==> src/rtl/microcode_sequencer.sv <==
// Microcode sequencer: steps the opcode decoder through fetch and execute phases and issues micro-op fire strobes.
// Optional single-step hold (inputs step_mode/step_req) is enabled by defining MICROSEQ_SINGLE_STEP_EN.
package OpcodePackage;
   typedef enum logic [7:0] {
      NXI  = 8'h00,
      ATB  = 8'h01,
      GPU  = 8'h02,
      WFT  = 8'h03,
      DDW  = 8'h04,
      HLT  = 8'h05,
      LOOP = 8'h06
   } Opcode_enum;
endpackage

package MicrocodePackage;
   typedef enum logic [5:0] {
      ENDMICRO,
      HLT_CLK,
      WAIT_GPU,
      WAIT_DD,
      WAIT_MT,
      WAIT_UT,
      WAIT_FT,
      INC_PC,
      PC_to_MAR,
      MEM_READ,
      RAM_to_IR,
      A_to_B,
      START_GPU,
      NOP_U
   } Microcode_enum;
endpackage

module microcode_sequencer
   import OpcodePackage::*;
   import MicrocodePackage::*;
#(
   parameter logic [5:0] CYCLE_MAX = 6'd63
) (
   input  logic          clk,
   input  logic          reset,
`ifdef MICROSEQ_SINGLE_STEP_EN
   input  logic          step_mode,
   input  logic          step_req,
`endif
   input  Opcode_enum    ir,
   input  Microcode_enum ucode,
   input  logic          gpu_busy,
   input  logic          dd_busy,
   input  logic          mt_busy,
   input  logic          ut_busy,
   input  logic          ft_tick,
   output Opcode_enum    operation,
   output logic [5:0]    cycle,
   output logic          uop_fire,
   output logic          phase,
   output logic          retire,
   output logic          halted,
   output logic          fault
);

   typedef enum logic [1:0] {
      S_FETCH,
      S_EXEC,
      S_HALTED
`ifdef MICROSEQ_SINGLE_STEP_EN
      , S_STEP_HOLD
`endif
   } state_t;

   state_t     state_q, state_n;
   Opcode_enum op_n;
   logic [5:0] cycle_n;
   logic       phase_n, halted_n, fault_n;
   logic       stall, end_phase, step_hold_en;

`ifdef MICROSEQ_SINGLE_STEP_EN
   assign step_hold_en = step_mode;
`else
   assign step_hold_en = 1'b0;
`endif

   assign stall = (ucode == WAIT_GPU && gpu_busy) ||
                  (ucode == WAIT_DD  && dd_busy)  ||
                  (ucode == WAIT_MT  && mt_busy)  ||
                  (ucode == WAIT_UT  && ut_busy)  ||
                  (ucode == WAIT_FT  && !ft_tick);

   always_ff @(posedge clk) begin
      if (reset) begin
         state_q   <= S_FETCH;
         operation <= NXI;
         cycle     <= 6'd0;
         phase     <= 1'b0;
         halted    <= 1'b0;
         fault     <= 1'b0;
      end else begin
         state_q   <= state_n;
         operation <= op_n;
         cycle     <= cycle_n;
         phase     <= phase_n;
         halted    <= halted_n;
         fault     <= fault_n;
      end
   end

   always_comb begin
      state_n   = state_q;
      op_n      = operation;
      cycle_n   = cycle;
      phase_n   = phase;
      halted_n  = halted;
      fault_n   = fault;
      uop_fire  = 1'b0;
      retire    = 1'b0;
      end_phase = 1'b0;
      case (state_q)
         S_FETCH, S_EXEC: begin
            if (!stall) begin
               if (ucode == HLT_CLK) begin
                  uop_fire = 1'b1;
                  halted_n = 1'b1;
                  state_n  = S_HALTED;
               end else begin
                  // A uop landing on the last legal cycle still fires, then the phase is forced closed.
                  end_phase = (ucode == ENDMICRO) || (cycle == CYCLE_MAX);
                  uop_fire  = (ucode != ENDMICRO);
                  if (ucode != ENDMICRO && cycle == CYCLE_MAX)
                     fault_n = 1'b1;
                  if (end_phase) begin
                     cycle_n = 6'd0;
                     if (state_q == S_FETCH) begin
                        state_n = S_EXEC;
                        op_n    = ir;
                        phase_n = 1'b1;
                     end else begin
                        op_n    = NXI;
                        phase_n = 1'b0;
                        retire  = (ucode == ENDMICRO);
`ifdef MICROSEQ_SINGLE_STEP_EN
                        state_n = (ucode == ENDMICRO && step_hold_en) ? S_STEP_HOLD : S_FETCH;
`else
                        state_n = step_hold_en ? S_EXEC : S_FETCH;
`endif
                     end
                  end else begin
                     cycle_n = cycle + 6'd1;
                  end
               end
            end
         end
         S_HALTED: begin
         end
`ifdef MICROSEQ_SINGLE_STEP_EN
         S_STEP_HOLD: begin
            phase_n = 1'b0;
            if (step_req)
               state_n = S_FETCH;
         end
`endif
         default: state_n = S_FETCH;
      endcase
   end

endmodule

==> config.mk <==
export PLATFORM = sky130hd
export DESIGN_NAME = microcode_sequencer
export DESIGN_NICKNAME = d
export VERILOG_FILES = /design/src/rtl/microcode_sequencer.sv
export SDC_FILE = /design/constraint.sdc
export NUM_CORES = 1
export LEC_CHECK = 0
export CAP_MARGIN = 20
export CORE_MARGIN = 4
export CORE_UTILIZATION = 43
export CTS_BUF_LIST = sky130_fd_sc_hd__clkbuf_8
export CTS_CLUSTER_SIZE = 25
export DETAILED_ROUTE_END_ITERATION = 10
export PLACE_DENSITY_LB_ADDON = 0.1
export SYNTH_ARGS = -nofsm -noshare
export SYNTH_HDL_FRONTEND = slang
export SYNTH_SLANG_ARGS = --single-unit
==> constraint.sdc <==
create_clock -name clk -period 1.95 [get_ports clk]
set_input_delay 0.39 -clock clk [delete_from_list [all_inputs] [get_ports clk]]
set_output_delay 0.39 -clock clk [all_outputs]
set_load 0.01 [all_outputs]
Yosys cells after proc, flatten, opt, wreduce, memory -nomap -nowiden
Cells that the tools add are included.
{"block": "op_classes", "n_bitwise": 3, "n_reduce_logical": 21, "muxes": 16, "n_lt_le_gt_ge": 0, "n_shift": 0, "add_sub_neg": 1, "n_div": 0, "n_eq_ne": 11, "n_mul": 0}
{"cell": "== test 6 x 3 -> 1 bit (second input constant)", "count": 3}
{"cell": "== test 6 x 2 -> 1 bit (second input constant)", "count": 2}
{"cell": "2-to-1 mux 1 bit", "count": 10}
{"cell": "AND reduction 3 bit", "count": 3}
{"cell": "2-to-1 mux 8 bit", "count": 1}
{"cell": "AND reduction 4 bit", "count": 2}
{"cell": "adder 6 x 1 -> 6 bit (second input constant)", "count": 1}
{"cell": "== test 6 x 1 -> 1 bit (second input constant)", "count": 1}
{"cell": "== test 6 bit (second input constant)", "count": 1}
{"cell": "logical AND 1 bit", "count": 6}
{"cell": "zero test 6 bit", "count": 1}
{"cell": "2-to-1 mux 2 bit", "count": 3}
{"cell": "2-to-1 mux 6 bit", "count": 1}
{"cell": "nonzero test 6 bit", "count": 1}
{"cell": "logical OR 1 bit", "count": 5}
{"cell": "case mux 2 bit (2 select lines)", "count": 1}
{"cell": "inequality test 3 bit (second input constant)", "count": 1}
{"cell": "NOT 1 bit", "count": 3}
{"cell": "== test 2 x 1 -> 1 bit (second input constant)", "count": 1}
{"cell": "== test 2 bit (second input constant)", "count": 1}
{"cell": "zero test 2 bit", "count": 1}
{"cell": "inequality test 2 bit (second input constant)", "count": 1}
{"cell": "OR reduction 2 bit", "count": 1}
{"cell": "zero test 1 bit", "count": 1}
{"block": "word_totals", "register_bits": 19, "mem_bits_ro": 0, "out_inout_bits": 19, "n_memories": 0, "mem_bits_rw": 0, "latchBits": 0}

Longest topological paths before layout
{"block": "logic_depth", "ltp_word": 8, "depth_mapped": 7, "depth_no_buf": 6}

Least setup slack after synthesis
No wires, ideal clock.
{"block": "synth_path", "kind": "input to output", "from": "input ucode[0]", "to": "output uop_fire", "path_stages": 4, "setup_slack_ps": 208, "t_arrival_ps": 1352, "path_cell_list": "mux2_4 -> o211ai_4 -> o21a_1 -> nor2b_1"}
{"block": "synth_between", "elab_chain_cells": 8, "elab_cells_between_ends": 19, "cone_classes": "eq/ne (6); mux (3); reduce/logical (10)"}
{"item": "from (decl)", "line": "47", "text": "input Microcode_enum ucode,"}
{"item": "== test 6 x 2 -> 1 bit (on tied branches)", "line": "83, 84"}
{"item": "logical AND 1 bit (on tied branches)", "line": "83, 84"}
{"item": "logical OR 1 bit", "line": "83", "text": "assign stall = (ucode == WAIT_GPU && gpu_busy) ||"}
{"item": "logical OR 1 bit", "line": "84", "text": "(ucode == WAIT_DD && dd_busy) ||"}
{"item": "logical OR 1 bit", "line": "85", "text": "(ucode == WAIT_MT && mt_busy) ||"}
{"item": "logical OR 1 bit", "line": "86", "text": "(ucode == WAIT_UT && ut_busy) ||"}
{"item": "2-to-1 mux 1 bit *", "line": "119", "text": "if (!stall) begin"}
{"item": "2-to-1 mux 1 bit *", "line": "117", "text": "case (state_q)"}
{"item": "to (decl)", "line": "55", "text": "output logic uop_fire,"}
Every way passes the cells marked *; elsewhere a longest branch is shown, timed or not.

Worst setup path after layout
{"block": "layout_path", "from": "input ucode[1]", "to": "output retire"}
{"block": "layout_between", "elab_chain_cells": 8, "elab_cells_between_ends": 22, "cone_classes": "eq/ne (6); mux (5); reduce/logical (11)"}
{"item": "== test 6 x 2 -> 1 bit (on tied branches)", "line": "83, 84"}
{"item": "logical AND 1 bit (on tied branches)", "line": "83, 84"}
{"item": "logical OR 1 bit", "line": "83"}
{"item": "logical OR 1 bit", "line": "84"}
{"item": "logical OR 1 bit", "line": "85"}
{"item": "logical OR 1 bit", "line": "86"}
{"item": "2-to-1 mux 1 bit *", "line": "119"}
{"item": "2-to-1 mux 1 bit *", "line": "117"}
{"item": "to (decl)", "line": "57", "text": "output logic retire,"}
Marks and branches as above.

==> results.md <==
- Antenna Cells: 0
- Vias: approximately 1100
- Filler Cells Inserted: 169
- Largest net degree at the start of global routing: 19
- Synth Register Bits: 19
- Kind of start point of the critical path: input pin
- Setup tns final: 0 ns
- Final worst slack: ~0.046 ns
- Post-route minimum period: about 1.9 ns
- Antenna Nets Post-Route: 0
- Die height: about 55 um
- Pwr/cell area: roughly 530 nW/um^2
- Psw: between 0.2 and 0.25 mW
- CP Class: in -> out
- Pins over their slew limit: 0
- Unrepaired setup endpoints after global routing: false
- Hold_buf cts: 0
- Syn. warnings: 0
- Leak: 0.562 nW
- Largest stage delay, worst path: between 0.2 and 0.3 ns
- Die ar.: between 3000 and 4000 sq um
- Area share of the largest cell type after synthesis: about 40%
- DRT Pass-1 Iters: 4
- P_int: a little over 0.6 mW
- Leading area contributor after synthesis: dfxtp_1
- Status: complete, no violations
- CTS tree: done
- Horiz. Die Dim: approximately 55 um
- Port Buffers: 39
- Sw Share: 24.4%
- Core area: 2040 sq um
- WP buf/inv: 3
- Syn avg cell area: approximately 8.5 sq um
- Cell area after synthesis: about 950 sq um
- CTS Sinks: 19
- Most frequent cells in the layout: 27 x clkdlybuf4s50_1, 19 x dfxtp_1, 16 x a21oi_1
- Post-place setup slack: -0.757 ns
- Gpl congestion: roughly 0.87
- Worst VDD drop: 0.000431 V
- Worst Max-Slew Pin Slew: 0.526 ns
- Rel. slew slack: approximately 65%
- Clock Latency Late Sink: between 0.2 and 0.3 ns
- Fin nets: between 150 and 200
- Post-Route WL: about 2800 um
- Initial Util: around 47%
- Count of cell types in the netlist: 35
- Arrival time at the worst endpoint: 1.51 ns
- DP HPWL: 2120 um
- Clk pwr share: 33.4%
- Layout cell share with drive strength beyond 1: about a fifth
- Post-Route Skew: between 0.003 and 0.004 ns
- Syn_nets: 134
- Remaining DRCs: 0
- # setup viols final: 0
- Number of instances in the placed design: ~190
- Vias in the first global route: 1070
- CP Cell Sequence: dlygate4sd2_1, buf_4, o221a_1, o21a_1, and3_4, buf_6
- Most common cell after layout, fill and taps aside: clkdlybuf4s50_1
- Worst-path fanout max: 3
- Row cnt: 16
- Final Hold Fails: 0
- First-pass GRT wire length: 4490 um
- Num ports: 40
- HP Class: reg -> reg
- Total GRT Usage: roughly a fifth
- GR Overflow Total: 0
- Max-cap violations: 0
- Num CTS Buffers: 3
- Avg Vias per Cell: between 5 and 6
- Root buf cell: clkbuf_8
- Setup crit end kind: output pin
- Area grow syn2layout: 61.9%
- Clk buf depth: 2
- Synth Instances: 112
- Core Util, Final: between 70% and 80%
- Initial DRC count: 26
- Post-synthesis sequential area ratio: between 30% and 40%
- Leading post-synthesis cells by cell area: dfxtp_1 40%, a21oi_1 8.4%, nand2b_1 7.9%
- Seq pwr share: about half
- Crit share post-route: between 90% and 100%
- Max Clk Rate: 525 MHz
- Worst-path clk slew: ~0.08 ns
- Worst Path Required: 1.56 ns
- Final cell count without fillers: 194
- Slowest-stage cell, CP: dlygate4sd2_1
- Comb pwr share: 17.2%
- Routed wire per std cell: around 15 um
- Crit-path leading delay family: buffers and inverters
- Initial antenna violation count: 0
- H-tree Lvls: 1
metal layers:
metal	GRT usage, %	share of wire, %
met1	23.1	41
met5	0	0
met4	10.5	1.9
met3	2.95	5.8
met2	36.6	52
per-stage QoR:
stage	total power [mW]	hold WS (ns)	instance area, sq um
6_report	0.821	0.470	1550
5_1_grt	0.859	0.485	1550
4_1_cts	0.825	0.472	1510
3_5_place_dp	0.553	0.459	1440
3_3_place_gp	0.550	0.439	1440
2_1_floorplan	0.465	0.470	955
worst min-delay path, stage by stage (launching register included):
cell	delay, ns
dfxtp_1	0.31
nand2b_1	0.06
a21oi_1	0.05
kinds of logic after synthesis:
kind of cell	synth area share, %
AOI/OAI and AO/OA	22.2
adders and majority gates	1.31
buffers and inverters	3.54
DFF	39.8
muxes	2.62
and+or+nand+nor	30.5
path summary, 6_finish.rpt:
kind         cells after the start          from            to  slack, ns
max                              6      ucode[1]        retire       0.05
min                              2  operation[6]  operation[6]       0.47
max reg2reg                      7      cycle[0]  operation[5]       0.29
min reg2reg                      2  operation[6]  operation[6]       0.47
power groups by stage:
stage / Clock (mW) / Combinational, mW / Sequential (mW)
after CTS: 0.281 / 0.139 / 0.406
after global placement: 0 / 0.136 / 0.415
after detailed placement: 0 / 0.139 / 0.414
final: 0.274 / 0.141 / 0.405
after floorplan: 0 / 0.0471 / 0.418
after global routing: 0.300 / 0.152 / 0.407
sequential cells by signal, summed over array words and instances (netlist names):
name and count:
cycle 6, fault 1, halted 1, operation 8
phase 1, state_q 2
cell type report:
type	instances	area [sq um]	area share, %
well taps	27	33.8	2.19
clock inverters	1	5.00	0.324
flip-flops and latches	19	380	24.6
repair buffers	54	510	33.0
multi-input cells	86	559	36.2
clock buffers	3	41.3	2.67
inverters	4	15.0	0.972
synthesized netlist by cell type (all sizes together):
library cell	number
nor3	4
o221a	2
or2	2
o21ai	5
a211oi	1
a31oi	2
o211ai	2
buf	1
nand2b	12
nor2b	1
ha	1
clkbuf	2
dfxtp	19
a21oi	16
nand2	7
nor3b	1
nand3	14
o41ai	1
nand4	2
inv	3
nand4b	1
and3	1
a21boi	1
or4	1
mux2i	1
o21a	1
clkinv	1
nor2	6
mux2	1
what timing repair did:
action                                  CTS  global route
setup buffers                             3             1
gates resized for setup                  26             7
cloned                                    0             0
endpoints found under the setup margin   14            12
pin swaps                                 5             4
(Power assumes the default switching activity.)
